--- src/rtl/fir_pkg.sv ---
// fir_pkg
// Shared types, widths and helpers for the FIR MAC engine.
//   state_t      : engine sequencing states
//   DATA_W/COEF_W/ACC_W : sample, coefficient and accumulator widths
//   RAM_AW/RAM_DW: address and data width of the 256x36 block RAMs
//   signExtend   : widens a sample to a RAM word
//   fitResult    : reduces a shifted accumulator to an output sample
// Build option: FIR_SATURATE_EN makes fitResult clamp instead of wrap.
package fir_pkg;

    localparam int DATA_W = 24;
    localparam int COEF_W = 18;
    localparam int ACC_W  = 48;
    localparam int PROD_W = DATA_W + COEF_W;
    localparam int RAM_AW = 8;
    localparam int RAM_DW = 36;

    typedef enum logic [2:0] {
        IDLE,
        WRITE,
        READ,
        DRAIN,
        DONE
    } state_t;

    // Replicates the sample sign bit into the unused upper RAM bits.
    function automatic logic [RAM_DW-1:0] signExtend(input logic [DATA_W-1:0] s);
        return {{(RAM_DW-DATA_W){s[DATA_W-1]}}, s};
    endfunction

    // The value fits in DATA_W bits only when every bit from the output
    // sign position upward agrees; otherwise clamp toward the sign of v.
    function automatic logic [DATA_W-1:0] fitResult(input logic [ACC_W-1:0] v);
`ifdef FIR_SATURATE_EN
        if ((&v[ACC_W-1:DATA_W-1]) || (~|v[ACC_W-1:DATA_W-1])) begin
            return v[DATA_W-1:0];
        end
        return v[ACC_W-1] ? {1'b1, {(DATA_W-1){1'b0}}} : {1'b0, {(DATA_W-1){1'b1}}};
`else
        return v[DATA_W-1:0];
`endif
    endfunction

endpackage

--- src/rtl/fir_mac.sv ---
// fir_mac
// Two-stage signed multiply-accumulate.
//   clk, rst  : clock and asynchronous active-high reset
//   i_clear   : zero the accumulator (has priority over i_acc_en)
//   i_acc_en  : add the registered product into the accumulator
//   i_a, i_b  : signed sample and coefficient
//   o_acc     : signed accumulator
// Stage 1 registers the full-width product every cycle; stage 2 adds it
// when the caller says the product corresponds to a real tap.
module fir_mac
    import fir_pkg::*;
(
    input  logic                     clk,
    input  logic                     rst,
    input  logic                     i_clear,
    input  logic                     i_acc_en,
    input  logic signed [DATA_W-1:0] i_a,
    input  logic signed [COEF_W-1:0] i_b,
    output logic signed [ACC_W-1:0]  o_acc
);

    logic signed [PROD_W-1:0] r_prod;
    logic signed [ACC_W-1:0]  r_acc;

    always_ff @(posedge clk or posedge rst) begin
        if (rst) begin
            r_prod <= '0;
        end else begin
            r_prod <= i_a * i_b;
        end
    end

    always_ff @(posedge clk or posedge rst) begin
        if (rst) begin
            r_acc <= '0;
        end else if (i_clear) begin
            r_acc <= '0;
        end else if (i_acc_en) begin
            r_acc <= r_acc + {{(ACC_W-PROD_W){r_prod[PROD_W-1]}}, r_prod};
        end
    end

    assign o_acc = r_acc;

endmodule

--- src/rtl/fir_mac_engine.sv ---
// fir_mac_engine
// Sequential FIR: stores each accepted sample in a circular history RAM,
// then walks NTAPS history/coefficient pairs through a MAC pipeline.
//   clk, rst          : clock, asynchronous active-high reset
//   i_sample_in/valid : input sample and its 1-cycle strobe
//   o_sample_ready    : engine idle, next sample will be accepted
//   o_hist_*          : history RAM port (write in WRITE, reads in READ)
//   i_hist_dout       : history RAM data, 1-cycle registered read
//   o_coef_addr       : coefficient RAM address
//   i_coef_dout       : coefficient RAM data, 1-cycle registered read
//   o_result/valid    : filtered sample and its 1-cycle strobe
//   o_overrun         : sticky, a sample arrived while busy
// Build option: FIR_SATURATE_EN clamps the result instead of wrapping.
module fir_mac_engine
    import fir_pkg::*;
#(
    parameter int NTAPS = 64,
    parameter int SHIFT = 17
) (
    input  logic              clk,
    input  logic              rst,
    input  logic [DATA_W-1:0] i_sample_in,
    input  logic              i_sample_valid,
    output logic              o_sample_ready,
    output logic              o_hist_we,
    output logic [RAM_AW-1:0] o_hist_addr,
    output logic [RAM_DW-1:0] o_hist_din,
    input  logic [RAM_DW-1:0] i_hist_dout,
    output logic [RAM_AW-1:0] o_coef_addr,
    input  logic [RAM_DW-1:0] i_coef_dout,
    output logic [DATA_W-1:0] o_result,
    output logic              o_result_valid,
    output logic              o_overrun
);

    localparam logic [RAM_AW-1:0] LAST_TAP   = RAM_AW'(NTAPS - 1);
    localparam logic [RAM_AW-1:0] LAST_DRAIN = RAM_AW'(2);

    state_t             r_state;
    state_t             w_next;
    logic [RAM_AW-1:0]  r_cnt;
    logic [RAM_AW-1:0]  r_wptr;
    logic [DATA_W-1:0]  r_sample;
    logic [1:0]         r_tapValid;
    logic [DATA_W-1:0]  r_result;
    logic               r_resultValid;
    logic               r_overrun;
    logic               w_accept;
    logic signed [ACC_W-1:0] w_acc;
    logic signed [ACC_W-1:0] w_shifted;
    logic               w_unused;

    assign w_accept  = (r_state == IDLE) && i_sample_valid;
    assign w_shifted = w_acc >>> SHIFT;
    assign w_unused  = ^{i_hist_dout[RAM_DW-1:DATA_W], i_coef_dout[RAM_DW-1:COEF_W]};

    always_ff @(posedge clk or posedge rst) begin
        if (rst) begin
            r_state <= IDLE;
        end else begin
            r_state <= w_next;
        end
    end

    // Next state plus the RAM-side controls, all decoded from the state.
    always_comb begin
        w_next         = r_state;
        o_sample_ready = 1'b0;
        o_hist_we      = 1'b0;
        o_hist_addr    = '0;
        o_hist_din     = '0;
        o_coef_addr    = '0;
        case (r_state)
            IDLE: begin
                o_sample_ready = 1'b1;
                if (i_sample_valid) w_next = WRITE;
            end
            WRITE: begin
                o_hist_we   = 1'b1;
                o_hist_addr = r_wptr;
                o_hist_din  = signExtend(r_sample);
                w_next      = READ;
            end
            READ: begin
                o_hist_addr = r_wptr - r_cnt;
                o_coef_addr = r_cnt;
                if (r_cnt == LAST_TAP) w_next = DRAIN;
            end
            DRAIN: begin
                if (r_cnt == LAST_DRAIN) w_next = DONE;
            end
            DONE: begin
                w_next = IDLE;
            end
            default: begin
                w_next = IDLE;
            end
        endcase
    end

    // r_cnt restarts at zero on every state change, so it is the tap index
    // in READ and the cycle index in DRAIN.
    always_ff @(posedge clk or posedge rst) begin
        if (rst) begin
            r_cnt <= '0;
        end else if (w_next != r_state) begin
            r_cnt <= '0;
        end else begin
            r_cnt <= r_cnt + 1'b1;
        end
    end

    // Tap qualifier follows the RAM read and product register stages.
    always_ff @(posedge clk or posedge rst) begin
        if (rst) begin
            r_tapValid <= '0;
        end else begin
            r_tapValid <= {r_tapValid[0], r_state == READ};
        end
    end

    always_ff @(posedge clk or posedge rst) begin
        if (rst) begin
            r_sample      <= '0;
            r_wptr        <= '0;
            r_result      <= '0;
            r_resultValid <= 1'b0;
            r_overrun     <= 1'b0;
        end else begin
            r_resultValid <= 1'b0;
            if (w_accept) begin
                r_sample <= i_sample_in;
            end
            if (i_sample_valid && (r_state != IDLE)) begin
                r_overrun <= 1'b1;
            end
            if (r_state == DONE) begin
                r_result      <= fitResult(w_shifted);
                r_resultValid <= 1'b1;
                r_wptr        <= r_wptr + 1'b1;
            end
        end
    end

    fir_mac u_mac (
        .clk      (clk),
        .rst      (rst),
        .i_clear  (w_accept),
        .i_acc_en (r_tapValid[1]),
        .i_a      (i_hist_dout[DATA_W-1:0]),
        .i_b      (i_coef_dout[COEF_W-1:0]),
        .o_acc    (w_acc)
    );

    assign o_result       = r_result;
    assign o_result_valid = r_resultValid;
    assign o_overrun      = r_overrun;

endmodule

--- config.mk ---
export PLATFORM = sky130hd
export DESIGN_NAME = fir_mac_engine
export DESIGN_NICKNAME = d
export VERILOG_FILES = /design/src/rtl/fir_pkg.sv /design/src/rtl/fir_mac.sv /design/src/rtl/fir_mac_engine.sv
export SDC_FILE = /design/constraint.sdc
export NUM_CORES = 2
export LEC_CHECK = 0
export ABC_CLOCK_PERIOD_IN_PS = 5100
export BUFFER_PORTS_ARGS = -buffer_cell sky130_fd_sc_hd__buf_2
export CAP_MARGIN = 20
export CORE_UTILIZATION = 60
export CTS_BUF_LIST = sky130_fd_sc_hd__clkbuf_4 sky130_fd_sc_hd__clkbuf_8
export CTS_CLUSTER_SIZE = 40
export DETAILED_ROUTE_END_ITERATION = 10
export HOLD_SLACK_MARGIN = 0.15
export PLACE_DENSITY = 0.87
export SETUP_SLACK_MARGIN = 0.15
export SKIP_CTS_REPAIR_TIMING = 1
export SYNTH_ARGS = -nofsm -noshare
export SYNTH_HDL_FRONTEND = slang
export SYNTH_HIERARCHICAL = 1
export SYNTH_SLANG_ARGS = --single-unit
--- constraint.sdc ---
create_clock -name clk -period 5.1 [get_ports clk]
set_input_delay 0.255 -clock clk [delete_from_list [all_inputs] [get_ports clk]]
set_output_delay 0.255 -clock clk [all_outputs]
set_load 0.005 [all_outputs]
-- Word-level counts from Yosys, hierarchy flattened
Index checks and enable logic that the tools add are counted.
- add/subtract/negate cells: 4
- $mul: 1
- div/mod/pow operators: 0
- $lt $le $gt $ge: 0
- equality and inequality tests: 7
- shift operators: 0
- muxes and demuxes: 13
- bitwise gates (word level): 0
- reduce and logical (&&, ||, !) cells: 5
- operator list (cell ; count):
    $mux W48 ; 2
    $add A48 B48 Y48 ; 1
    $mul A24 B18 Y42 ; 1
    $mux W36 ; 1
    $add A8 B1 Y8 const B ; 2
    $mux W8 ; 2
    $pmux W8 S2 ; 1
    $pmux W3 S4 ; 1
    $mux W3 ; 3
    $eq A8 B2 Y1 const B ; 1
    $eq A8 B6 Y1 const B ; 1
    $sub A8 B8 Y8 ; 1
    $eq A3 B2 Y1 const B ; 2
    $eq A3 B1 Y1 const B ; 1
    $eq A3 B3 Y1 const B ; 1
    $logic_not A3 Y1 ; 1
    $mux W1 ; 3
    $ne A3 B3 Y1 ; 1
    $reduce_bool A3 Y1 ; 1
    $logic_and A1 B1 Y1 ; 2
    $reduce_bool A2 Y1 ; 1
- register bits: 161
- latch bits: 0
- RAM bits: 0
- memory bits (read-only): 0
- output and inout port bits: 80
- word-level logic and storage cells: 40
- memories kept: 0

-- Longest topological paths before layout
- depth in word-level cells: 5
- depth in mapped cells: 25
- gate-level depth less buffers: 24

-- Hierarchy
Netlist, hierarchy kept.
- modules (own cells, without submodules) (module ; times used ; cells an instance ; area an instance (um^2) ; sequential area each (um^2)):
    fir_mac ; 1 ; 2338 ; 21102.7 ; 2252.2
    fir_mac_engine ; 1 ; 295 ; 3477.1 ; 1776.7

-- Worst setup path before layout
OpenSTA, ideal clock, no wires.
- path kind: input-to-reg
- from: input port i_hist_dout[13]
- to: register u_mac.r_prod[39]
- setup time: 0.080 ns
- arrival time: 5.998 ns
- data required time: 5.020 ns
- setup slack: -0.978 ns
- stages: 24
- buffers on the path: 2
- cell sequence: clkbuf_1 > clkbuf_1 > nand2_1 > fa_1 > inv_1 > fa_1 > inv_1 > fa_1 > inv_1 > fa_1 > fa_1 > inv_1 > fa_1 > inv_1 > ha_1 > and3_1 > a21boi_0 > o41ai_1 > and3_1 > a21oi_2 > a211oi_1 > o31a_1 > nor2b_1 > xnor2_1
- longest elaborated chain between the ends: 1
- RTL lines (what ; line ; RTL):
    from (decl) ; fir_mac_engine.sv:28 ; input logic [RAM_DW-1:0] i_hist_dout,
    $mul A24 B18 Y42 ; fir_mac.sv:29 ; r_prod <= i_a * i_b;
    to (signal assigned) ; fir_mac.sv:29 ;
    to (decl) ; fir_mac.sv:22 ; logic signed [PROD_W-1:0] r_prod;
No other way between the ends.
A chain may end at the register's enable or synchronous reset.

-- Worst setup path after layout
- from: input port i_coef_dout[9]
- to: register u_mac.r_prod[40]
- longest elaborated chain between the ends: 1
- RTL lines (what ; line ; RTL):
    from (decl) ; fir_mac_engine.sv:30 ; input logic [RAM_DW-1:0] i_coef_dout,
    $mul A24 B18 Y42 ; fir_mac.sv:29 ;
No other way between the ends.

==> run metrics <==
result of the run complete, but fails checks; violations in the final reports negative setup slack; die height 201 um; setup repair after global routing missed its margin yes; number of instances in the synthesized netlist ~2,500; clock tree from TritonCTS done; setup slack after layout -0.526 ns; final clock period utilization by the worst path 110%; Hold Crit Depth 3; clock root buffer clkbuf_8; Detailed Route Iter0 Violations 1,569; top cell family by delay on the critical path adder cells; transition time of the tightest slew-check pin 0.980 ns; IO Count 179; number of filler cells placed in the layout 2,551; number of buffers on the longest clock path 2; highest-count cells in the layout ignoring fill and taps inv_1, fa_1, nand2_1, buf_4, and2_1; Worst R2R Start u_mac/o_acc[0]; R2R cell count 11; post-synthesis average cell area 9.38 um^2; Core Box Area roughly 39,000 um^2; design area 27,800 um^2; capturing point of the worst reg2reg path u_mac/o_acc[22]; largest fanout on the critical path 14; Pre-antenna DRT Iters 7; TritonCTS Buffers 17; post-detail-place hpwl 47,400 um; slowest stage cell, crit path fa_1; initial antenna violation count 1; Slew Limit Fails 0; cell area after placement 26,400 um^2; Worst EP arrival 5.99 ns; number of remaining DRC errors 0; worst reg-to-reg setup slack approximately 2.0 ns; minimum clock period around 5.6 ns; clock-pin slew on the worst setup and hold paths around 0.090 ns; kind of start point of the critical path input port; Synth Warn # 6; pin count of the biggest net entering global routing 83; biggest cell delay along the critical path 0.62 ns; post-route setup TNS -4.04 ns; Worst-Skew Late Latency ~0.47 ns; combined global-route utilization of all metal layers 28.5%; detailed-route wire length between 60,000 and 70,000 um; starting density of the core between 60% and 70%; Area growth, synth to finish 17.2%; Total Nets Final between 3,000 and 4,000; Required @ worst endpoint 5.46 ns; synthesized netlist net count 3,211; Max Clock Freq ~0.18 GHz; kind of critical path input port to flop; number of vias after detailed routing 18,673; Worst Hold Class input port to flop; area of the die 40,300 um^2; most common cell after layout, fill and taps aside inv_1; end point of the worst hold path u_mac/r_prod[0]; Min-Delay Startpoint i_hist_dout[0]; final hold vios 0; cell-by-cell trace of the critical path buf_2 > buf_12 > nand2_1 > fa_1 > inv_1 > fa_1 > fa_1 > fa_2 > fa_1 > inv_1 > fa_1 > inv_1 > ha_2 > a21o_1 > a21o_1 > a21oi_2 > o21bai_1 > a221o_1 > o211a_1 > o211ai_1 > nand2_1 > o311ai_2; clock sink total 153; Slew HR 34.7%; GR Overflow Total 0; number of cell rows 72; max-capacitance violation count 0; final setup fails 15; kind of capture point of the worst setup path flop; routability cong. 0.953; via count of the first global-routing pass 19,370; cell type with the highest occurrence count on the critical path fa_1; vias per std cell 5.54; wire length of the first global-routing pass 92,800 um; CTS H-Tree Depth 4; CP Buf/Inv Count 5; port bufs 148; layout cell share with drive strength beyond 1 20.5%; wire per inst approximately 18 um; Post-Place Worst Slack -1.14 ns; count of antenna-violating nets left after detailed routing 0; cell area after technology mapping around 24,000 um^2; DIE WIDTH 201 um; Layout Skew between 0.02 and 0.025 ns
-- metal layers --
metal | wire length (um) | global-route usage [%] | up-vias
met3 | 4530 | 4.33 | 190
li1 | - | - | 8327
met5 | 0 | 0 | -
met1 | 23900 | 37.5 | 9267
met2 | 29800 | 49.0 | 889
met4 | 1830 | 8.34 | 0
-- through the flow --
stage,utilization (%),hold slack (ns),instances
3_3_place_gp,68.1,0.249,3291
5_1_grt,71.5,0.287,3371
6_report,71.5,0.299,3371
2_1_floorplan,-,0.331,2529
4_1_cts,69.1,-0.258,3323
3_5_place_dp,68.1,0.250,3291
-- cell type report --
cell class                      count  area (um^2)  area share (%)
Timing Repair Buffer              406         3120            11.2
Clock buffer                       18          248           0.892
Sequential cell                   153         3830            13.8
Tap cell                          518          648            2.33
Antenna cell                        1         2.50         0.00901
Clock inverter                     14          135           0.486
Multi-Input combinational cell   1729        17800            64.1
Inverter                          532         2000            7.21
-- worst max path at each step --
stage / cells after the start / endpoint / start / slack (ns)
finish: 22 / u_mac/r_prod[40] / i_coef_dout[9] / -0.53
CTS: 21 / u_mac/r_prod[40] / i_coef_dout[5] / -0.63
global route: 22 / u_mac/r_prod[40] / i_hist_dout[19] / -0.70
detailed placement: 21 / u_mac/r_prod[40] / i_coef_dout[5] / -1.14
floorplan: 24 / u_mac/r_prod[39] / i_hist_dout[17] / -0.42
global placement: 22 / u_mac/r_prod[40] / i_coef_dout[3] / -0.84
-- flip-flops by register name (all words and copies together), names as in the netlist --
name,cells
r_sample,24
u_mac/o_acc,41
r_tapValid,2
r_state,3
u_mac/r_prod,41
o_result_valid,1
r_cnt,8
o_overrun,1
o_result,24
r_wptr,8
-- tightest hold or removal path, stage by stage --
cell    delay, ns
buf_2        0.09
buf_4        0.22
and2_1       0.15
Power is not shown: default switching activity piles up to over one toggle a cycle in this logic, so the estimate is an artifact.
